<file path="src/rtl/cordic_arbiter_pkg.sv">
// Shared widths, Q7.8 constants and result-record sizing
// for the CORDIC pipeline arbiter slice.
package cordic_arbiter_pkg;

    localparam int DEF_DATA_WIDTH   = 16;
    localparam int DEF_SECTOR_WIDTH = 2;
    localparam int DEF_PIPE_LATENCY = 6;

    localparam int Q_INT_BITS  = 7;
    localparam int Q_FRAC_BITS = 8;
    localparam logic [DEF_DATA_WIDTH-1:0] Q_ONE = 16'h0100;

    function automatic int rec_width(input int dw, input int sw);
        return 3 * dw + sw + 1;
    endfunction

    localparam int DEF_REC_WIDTH = rec_width(DEF_DATA_WIDTH, DEF_SECTOR_WIDTH);

endpackage

</file>
<file path="src/rtl/cordic_rsp_fifo.sv">
// Per-requester result FIFO; DEPTH is a power of two so pointers wrap
// naturally. Output data holds the last popped word while empty.
module cordic_rsp_fifo
    import cordic_arbiter_pkg::*;
#(
    parameter int WIDTH = DEF_REC_WIDTH,
    parameter int DEPTH = 4
) (
    input  logic             clk,
    input  logic             reset,
    input  logic             push,
    input  logic [WIDTH-1:0] push_data,
    input  logic             pop,
    output logic             valid,
    output logic [WIDTH-1:0] data
);

    localparam int AW = (DEPTH > 1) ? $clog2(DEPTH) : 1;
    localparam logic [AW:0] FULL = (AW + 1)'(DEPTH);

    logic [WIDTH-1:0] mem [DEPTH];
    logic [WIDTH-1:0] hold_q;
    logic [AW-1:0]    wr_ptr;
    logic [AW-1:0]    rd_ptr;
    logic [AW:0]      count;
    logic             do_pop;

    assign valid  = (count != '0);
    assign do_pop = pop && valid;
    assign data   = valid ? mem[rd_ptr] : hold_q;

    always_ff @(posedge clk or negedge reset) begin
        if (!reset) begin
            wr_ptr <= '0;
            rd_ptr <= '0;
            count  <= '0;
            hold_q <= '0;
            for (int i = 0; i < DEPTH; i++) mem[i] <= '0;
        end else begin
            if (push) begin
                mem[wr_ptr] <= push_data;
                wr_ptr      <= wr_ptr + 1'b1;
            end
            if (do_pop) begin
                hold_q <= mem[rd_ptr];
                rd_ptr <= rd_ptr + 1'b1;
            end
            if (push && !do_pop) count <= count + 1'b1;
            else if (!push && do_pop) count <= count - 1'b1;
        end
    end

    // Credits make this unreachable; a hit means the credit loop is broken.
    a_no_overflow: assert property (@(posedge clk) disable iff (!reset)
        !(push && !do_pop && count == FULL));

endmodule

</file>
<file path="src/rtl/cordic_arbiter.sv">
// Round-robin, credit-based sharing of one CORDIC pipeline between
// NUM_REQ requesters with ID-tagged result routing.
module cordic_arbiter
    import cordic_arbiter_pkg::*;
#(
    parameter int NUM_REQ      = 2,
    parameter int DATA_WIDTH   = DEF_DATA_WIDTH,
    parameter int SECTOR_WIDTH = DEF_SECTOR_WIDTH,
    parameter int PIPE_LATENCY = DEF_PIPE_LATENCY,
    parameter int CREDITS      = 4,
    parameter int ID_WIDTH     = 1
) (
    input  logic                             clk,
    input  logic                             reset,
    input  logic                             en,
    input  logic [NUM_REQ-1:0]               req_valid,
    output logic [NUM_REQ-1:0]               req_ready,
    input  logic [NUM_REQ*DATA_WIDTH-1:0]    req_degree,
    input  logic [NUM_REQ*DATA_WIDTH-1:0]    req_x,
    input  logic [NUM_REQ*DATA_WIDTH-1:0]    req_y,
    input  logic [NUM_REQ*SECTOR_WIDTH-1:0]  req_sector,
    input  logic [NUM_REQ-1:0]               req_arctan_en,
    output logic                             pipe_valid_in,
    output logic                             pipe_arctan_en_in,
    output logic [DATA_WIDTH-1:0]            pipe_degree_in,
    output logic [DATA_WIDTH-1:0]            pipe_x_in,
    output logic [DATA_WIDTH-1:0]            pipe_y_in,
    output logic [SECTOR_WIDTH-1:0]          pipe_sector_in,
    input  logic                             pipe_valid_out,
    input  logic                             pipe_arctan_en_out,
    input  logic [DATA_WIDTH-1:0]            pipe_degree_out,
    input  logic [DATA_WIDTH-1:0]            pipe_x_out,
    input  logic [DATA_WIDTH-1:0]            pipe_y_out,
    input  logic [SECTOR_WIDTH-1:0]          pipe_sector_out,
    output logic [NUM_REQ-1:0]               rsp_valid,
    input  logic [NUM_REQ-1:0]               rsp_ready,
    output logic [NUM_REQ*DATA_WIDTH-1:0]    rsp_degree,
    output logic [NUM_REQ*DATA_WIDTH-1:0]    rsp_x,
    output logic [NUM_REQ*DATA_WIDTH-1:0]    rsp_y,
    output logic [NUM_REQ*SECTOR_WIDTH-1:0]  rsp_sector,
    output logic [NUM_REQ-1:0]               rsp_arctan_en,
    output logic                             busy,
    output logic                             tag_err
);

    localparam int CW = $clog2(CREDITS + 1);
    localparam int RW = rec_width(DATA_WIDTH, SECTOR_WIDTH);
    localparam int DW = DATA_WIDTH;
    localparam int SW = SECTOR_WIDTH;
    localparam int PL = PIPE_LATENCY;

    logic [NUM_REQ-1:0]  elig;
    logic [NUM_REQ-1:0]  grant;
    logic [NUM_REQ-1:0]  rsp_pop;
    logic [NUM_REQ-1:0]  fifo_push;
    logic                accept;
    logic                fifo_wr;
    logic [ID_WIDTH-1:0] gnt_id;
    logic [ID_WIDTH-1:0] rr_ptr;
    logic [ID_WIDTH-1:0] id_q;
    logic [CW-1:0]       credit [NUM_REQ];
    logic [PL-1:0]       tag_v;
    logic [ID_WIDTH-1:0] tag_id [PL];
    logic [RW-1:0]       pipe_rec;

    always_comb begin
        for (int i = 0; i < NUM_REQ; i++)
            elig[i] = reset && en && req_valid[i] && (credit[i] != '0);
    end

    // Search starts one past the last winner and wraps.
    always_comb begin
        int idx;
        logic found;
        idx    = 0;
        found  = 1'b0;
        grant  = '0;
        gnt_id = '0;
        for (int k = 1; k <= NUM_REQ; k++) begin
            idx = int'(rr_ptr) + k;
            if (idx >= NUM_REQ) idx = idx - NUM_REQ;
            if (!found && elig[idx]) begin
                found      = 1'b1;
                grant[idx] = 1'b1;
                gnt_id     = ID_WIDTH'(idx);
            end
        end
    end

    assign req_ready = grant;
    assign accept    = |grant;
    assign rsp_pop   = rsp_valid & rsp_ready;

    always_ff @(posedge clk or negedge reset) begin
        if (!reset) begin
            rr_ptr            <= ID_WIDTH'(NUM_REQ - 1);
            id_q              <= '0;
            pipe_valid_in     <= 1'b0;
            pipe_arctan_en_in <= 1'b0;
            pipe_degree_in    <= '0;
            pipe_x_in         <= '0;
            pipe_y_in         <= '0;
            pipe_sector_in    <= '0;
        end else begin
            pipe_valid_in <= accept;
            if (accept) begin
                rr_ptr            <= gnt_id;
                id_q              <= gnt_id;
                pipe_arctan_en_in <= req_arctan_en[gnt_id];
                pipe_degree_in    <= req_degree[int'(gnt_id)*DW +: DW];
                pipe_x_in         <= req_x[int'(gnt_id)*DW +: DW];
                pipe_y_in         <= req_y[int'(gnt_id)*DW +: DW];
                pipe_sector_in    <= req_sector[int'(gnt_id)*SW +: SW];
            end
        end
    end

    always_ff @(posedge clk or negedge reset) begin
        if (!reset) begin
            for (int i = 0; i < NUM_REQ; i++) credit[i] <= CW'(CREDITS);
        end else begin
            for (int i = 0; i < NUM_REQ; i++) begin
                if (grant[i] && !rsp_pop[i]) credit[i] <= credit[i] - 1'b1;
                else if (!grant[i] && rsp_pop[i]) credit[i] <= credit[i] + 1'b1;
            end
        end
    end

    always_ff @(posedge clk or negedge reset) begin
        if (!reset) begin
            tag_v   <= '0;
            tag_err <= 1'b0;
            for (int j = 0; j < PL; j++) tag_id[j] <= '0;
        end else begin
            tag_v[0]  <= pipe_valid_in;
            tag_id[0] <= id_q;
            for (int j = 1; j < PL; j++) begin
                tag_v[j]  <= tag_v[j-1];
                tag_id[j] <= tag_id[j-1];
            end
            if (tag_v[PL-1] != pipe_valid_out) tag_err <= 1'b1;
        end
    end

    assign fifo_wr  = pipe_valid_out && tag_v[PL-1];
    assign pipe_rec = {pipe_arctan_en_out, pipe_sector_out,
                       pipe_degree_out, pipe_x_out, pipe_y_out};
    assign busy     = pipe_valid_in || (|tag_v) || (|rsp_valid);

    for (genvar g = 0; g < NUM_REQ; g++) begin : g_fifo
        logic [RW-1:0] rd;

        assign fifo_push[g] = fifo_wr && (tag_id[PL-1] == ID_WIDTH'(g));

        cordic_rsp_fifo #(
            .WIDTH (RW),
            .DEPTH (CREDITS)
        ) u_fifo (
            .clk       (clk),
            .reset     (reset),
            .push      (fifo_push[g]),
            .push_data (pipe_rec),
            .pop       (rsp_ready[g]),
            .valid     (rsp_valid[g]),
            .data      (rd)
        );

        assign {rsp_arctan_en[g], rsp_sector[g*SW +: SW],
                rsp_degree[g*DW +: DW], rsp_x[g*DW +: DW],
                rsp_y[g*DW +: DW]} = rd;
    end

endmodule

</file>
<file path="config.mk">
export PLATFORM = sky130hd
export DESIGN_NAME = cordic_arbiter
export DESIGN_NICKNAME = d
export VERILOG_FILES = /design/src/rtl/cordic_arbiter_pkg.sv /design/src/rtl/cordic_rsp_fifo.sv /design/src/rtl/cordic_arbiter.sv
export SDC_FILE = /design/constraint.sdc
export NUM_CORES = 1
export LEC_CHECK = 0
export CAP_MARGIN = 15
export CORE_ASPECT_RATIO = 2
export CORE_MARGIN = 3
export CORE_UTILIZATION = 26
export CTS_CLUSTER_SIZE = 25
export DETAILED_ROUTE_END_ITERATION = 8
export PLACE_DENSITY = 0.54
export SLEW_MARGIN = 10
export SYNTH_ARGS = -nofsm -noshare
export SYNTH_HDL_FRONTEND = slang
export SYNTH_SLANG_ARGS = --single-unit
</file>
<file path="constraint.sdc">
create_clock -name clk -period 4.8 [get_ports clk]
set_input_delay 0.96 -clock clk [delete_from_list [all_inputs] [get_ports clk]]
set_output_delay 0.96 -clock clk [all_outputs]
set_load 0.05 [all_outputs]
</file>
==> Implementation_results.wiki <==
{| class="wikitable"
! Metric !! Value
|-
| Initial detailed-routing violation count || 829
|-
| Number of levels in the clock H-tree || 2
|-
| Ranking of synthesized cells by area || sky130_fd_sc_hd__dfrtp_1 (56%), sky130_fd_sc_hd__mux2_2 (24%), sky130_fd_sc_hd__mux4_2 (8.7%), sky130_fd_sc_hd__nand2_1 (2.4%), sky130_fd_sc_hd__inv_1 (2.4%)
|-
| First-pass GRT wire length || 116 mm
|-
| Cells along the critical path || or3_4 > nor4_1 > nand3_1 > clkdlybuf4s50_1
|-
| Clock tree from TritonCTS || built
|-
| Die span in y || 457 um
|-
| Nets || 2,296
|-
| Standard-cell rows || 165
|-
| WL/cell || 21.9 um
|-
| Part of the total power dissipated in sequential elements || 33.6%
|-
| Max Fanout on Critical Path || 31
|-
| Horiz. Die Dim || 232 um
|-
| Mapped Area || 0.0265 sq mm
|-
| Minimum period implied by the final worst setup slack || 4.24 ns
|-
| Power per cell area || 733 mW/mm^2
|-
| Vias post-DR || 16,200
|-
| Top cell type by total area after synthesis || sky130_fd_sc_hd__dfrtp_1
|-
| Last weighted congestion value of the routability-driven placer || 0.742
|-
| Num CTS Buffers || 58
|-
| Mapped Cells || 1,825
|-
| Aggregate global-route resource usage || 14.5%
|-
| Source-to-sink clock delay at the later pin of the worst-skew pair || 0.64 ns
|-
| CP endpoint kind || primary output
|-
| Peak clock frequency supported by timing || 236 MHz
|-
| Run status || finished clean
|-
| Total setup buffers inserted after CTS || 0
|-
| Antenna violations before repair || 2
|-
| Most used standard cell by instance count after synthesis || sky130_fd_sc_hd__dfrtp_1
|-
| Vias in the first global route || 18,300
|-
| Switching share of power || 39.4%
|-
| Total congestion overflow after global routing || 0
|-
| Post-route antenna net violation count || 0
|-
| Total area of multi-input combinational cells || 0.0105 sq mm
|-
| Count of instances resized after the clock tree is built || 0
|-
| Floorplan core area || 0.101 sq mm
|-
| Number of warning messages in the yosys log || 0
|-
| Total number of clock tree sinks || 597
|-
| Port Buf Inserts || 320
|-
| Area Growth Syn to Fin || 25.9%
|-
| Ratio of cells with drive above 1 in the final layout || 37.6%
|-
| Filler instances || 9,954
|-
| Sum Neg Setup Slack || 0 ns
|-
| Syn Nets || 2,003
|-
| Combined flip-flop and latch cell area || 0.0150 sq mm
|-
| Pin count of the biggest net entering global routing || 164
|-
| Clock root buffer master || sky130_fd_sc_hd__clkbuf_16
|-
| Most used flip-flop cell after synthesis || sky130_fd_sc_hd__dfrtp_1
|-
| I/O pins || 321
|-
| Post-route cell area || 0.0333 sq mm
|-
| P_sw || 9.63 mW
|-
| Top-area cell type share of the netlist area || 56.2%
|-
| Worst Path Class, Setup || reg2out
|-
| Area post-placement || 0.0313 sq mm
|-
| Number of enable flip-flop cells after synthesis || 0
|-
| Sequential fraction of the synthesis area || 56.4%
|-
| Synthesized flop and latch total || 597
|-
| Post-synthesis area per instance || 14.5 sq um
|-
| Detail-routed via count per cell || 4.62
|-
| Worst slew margin relative to its limit || 22.1%
|-
| Post-CTS Hold Fix Bufs || 0
|-
| Number of endpoints failing setup at the final stage || 0
|-
| Type of the worst min-delay path || in2async
|-
| Startpoint kind of the worst setup timing path || flop
|-
| Pre-Repair DR Iteration Count || 6
|-
| Worst endpoint required time || 3.84 ns
|-
| Max-capacitance violation count || 0
|-
| Number of max-slew violations in the final report || 0
|-
| CTS Buffer Depth || 3
|-
| Unrepaired setup endpoints after global routing || no
|-
| Worst stage delay on the critical path || 0.76 ns
|-
| Clock network fraction of design power || 20.3%
|-
| Worst-case clock skew || 0.0291 ns
|-
| Pint || 14.8 mW
|-
| Post-route clock period utilization || 88.4%
|-
| VDD IR-drop max || 0.680 mV
|-
| Async SR Flop Fraction || 100%
|-
| Most instantiated cells after synthesis || sky130_fd_sc_hd__dfrtp_1 (594), sky130_fd_sc_hd__mux2_2 (562), sky130_fd_sc_hd__nand2_1 (167), sky130_fd_sc_hd__inv_1 (166), sky130_fd_sc_hd__mux4_2 (102)
|-
| Crit path max-delay cell type || sky130_fd_sc_hd__clkdlybuf4s50_1
|-
| Combinational Power Share || 46.1%
|-
| Arrival time reported for the critical path endpoint || 3.28 ns
|-
| Remaining routing DRC violations || 0
|-
| Count of different cell masters after synthesis || 35
|-
| Clock-pin transition on the worst setup and hold timing paths || 0.06 ns
|-
| Area of the die || 0.106 sq mm
|-
| Count of final hold-check violations || 0
|-
| DP Wirelength || 49.1 mm
|-
| Leakage power total || 15.6 nW
|-
| Pin slew with the least headroom to its limit || 1.17 ns
|-
| Aggregate routed wire length || 76.8 mm
|-
| Initial Utilization || 26.2%
|}
==> routing by layer <==
metal  global-route usage, %  wire, um  vias to the layer above
met5                       0         0                        -
met4                    4.79      2420                        0
met3                    2.68      3770                      101
met2                    27.5     42000                      459
met1                    16.0     28600                     8578
li1                        -         -                     7045
==> flip-flops by register name (all words and copies together) (netlist names) <==
| register | flops |
|---|---|
| pipe_y_in | 16 |
| g_fifo.u_fifo.rd_ptr | 4 |
| g_fifo.u_fifo.mem | 408 |
| g_fifo.u_fifo.hold_q | 102 |
| pipe_x_in | 16 |
| id_q | 1 |
| credit | 6 |
| rr_ptr | 1 |
| tag_v | 6 |
| g_fifo.u_fifo.wr_ptr | 4 |
| g_fifo.u_fifo.count | 6 |
| tag_err | 1 |
| pipe_degree_in | 16 |
| tag_id | 6 |
| pipe_sector_in | 2 |
| pipe_valid_in | 1 |
| pipe_arctan_en_in | 1 |
==> layout make-up <==
class | instances | area share [%]
antenna | 2 | 0.0150
clock buffer | 77 | 4.90
clock inverter | 29 | 1.22
inverter | 168 | 1.90
multi-input combinational | 949 | 31.5
sequential | 597 | 44.9
tap | 1336 | 5.02
timing repair buffer | 344 | 10.6
==> worst paths after layout <==
| check | from | to | slack (ns) | cells after the start |
|---|---|---|---|---|
| min in group clk | tag_id[3]$_DFF_PN0_ | tag_id[2]$_DFF_PN0_ | 0.35 | 0 |
| worst min-delay path | reset | g_fifo[0].u_fifo.mem[83]$_DFFE_PN0P_ | 0.18 | 1 |
| worst max-delay path | g_fifo[0].u_fifo.count[1]$_DFFE_PN0P_ | busy | 0.56 | 4 |
| worst min register to register | tag_id[3]$_DFF_PN0_ | tag_id[2]$_DFF_PN0_ | 0.35 | 0 |
| worst max register to register | g_fifo[1].u_fifo.count[0]$_DFFE_PN0P_ | credit[2]$_DFFE_PN1P_ | 1.51 | 10 |
| max in group asynchronous | reset | g_fifo[1].u_fifo.hold_q[12]$_DFFE_PN0P_ | 2.61 | 3 |
==> per-stage QoR <==
stage	total power [mW]	utilization, %	hold slack (ns)	setup WS, ns	std cells
after floorplan	15.8	-	0.331	1.44	1825
after global placement	19.5	30.9	0.346	1.10	3393
after detailed placement	19.8	30.9	0.345	1.12	3394
after CTS	24.9	32.9	0.142	0.389	3500
after global routing	25.8	32.9	0.160	0.356	3502
final	24.4	32.9	0.180	0.556	3502
==> worst max-delay path: cells and delay by family, from the launching register on <==
family                 cells  cell delay, ns
AND/OR/NAND/NOR            3            1.48
buffers and inverters      1            0.76
flip-flops                 1            0.41
==> cells in the final DEF, fill, tap and decap left out, types with 3 or more instances in the layout <==
cell type                         instances
sky130_fd_sc_hd__mux2_2                 562
sky130_fd_sc_hd__inv_1                  166
sky130_fd_sc_hd__mux4_2                 102
sky130_fd_sc_hd__nand2_4                 10
sky130_fd_sc_hd__dfstp_2                  3
sky130_fd_sc_hd__nand2_1                157
sky130_fd_sc_hd__buf_4                   15
sky130_fd_sc_hd__nor2_1                   5
sky130_fd_sc_hd__clkbuf_8                11
sky130_fd_sc_hd__dfrtp_1                590
sky130_fd_sc_hd__nand3_1                  4
sky130_fd_sc_hd__ha_1                    13
sky130_fd_sc_hd__xnor2_1                 10
sky130_fd_sc_hd__clkinvlp_4               4
sky130_fd_sc_hd__clkbuf_1                 8
sky130_fd_sc_hd__dfrtp_4                  4
sky130_fd_sc_hd__a222oi_1                51
sky130_fd_sc_hd__inv_6                    4
sky130_fd_sc_hd__clkdlybuf4s50_1        317
sky130_fd_sc_hd__buf_12                  10
sky130_fd_sc_hd__clkbuf_16               58
sky130_fd_sc_hd__fa_1                     4
sky130_fd_sc_hd__clkinv_2                12
sky130_fd_sc_hd__bufinv_16                9
sky130_fd_sc_hd__xor2_1                   8
==> power groups by stage <==
| stage | Clock, mW | Combinational, mW | Sequential [mW] |
|---|---|---|---|
| after detailed placement | 0 | 11.5 | 8.33 |
| after CTS | 5.16 | 11.5 | 8.25 |
| final | 4.95 | 11.3 | 8.22 |
| after global routing | 5.32 | 12.0 | 8.47 |
| after global placement | 0 | 11.3 | 8.17 |
| after floorplan | 0 | 7.40 | 8.36 |
==> kinds of logic after synthesis <==
| logic type | count (synthesis) | share of synthesized area [%] |
|---|---|---|
| multiplexers | 667 | 32.7 |
| buffers and inverters | 279 | 4.30 |
| XOR/XNOR | 18 | 0.596 |
| adder cells (fa/ha/maj) | 17 | 0.917 |
| flip-flops | 597 | 56.4 |
| AND/OR/NAND/NOR | 189 | 2.83 |
| AO/OA/AOI/OAI | 58 | 2.20 |
Note: power is estimated with default switching activity, not from simulation.
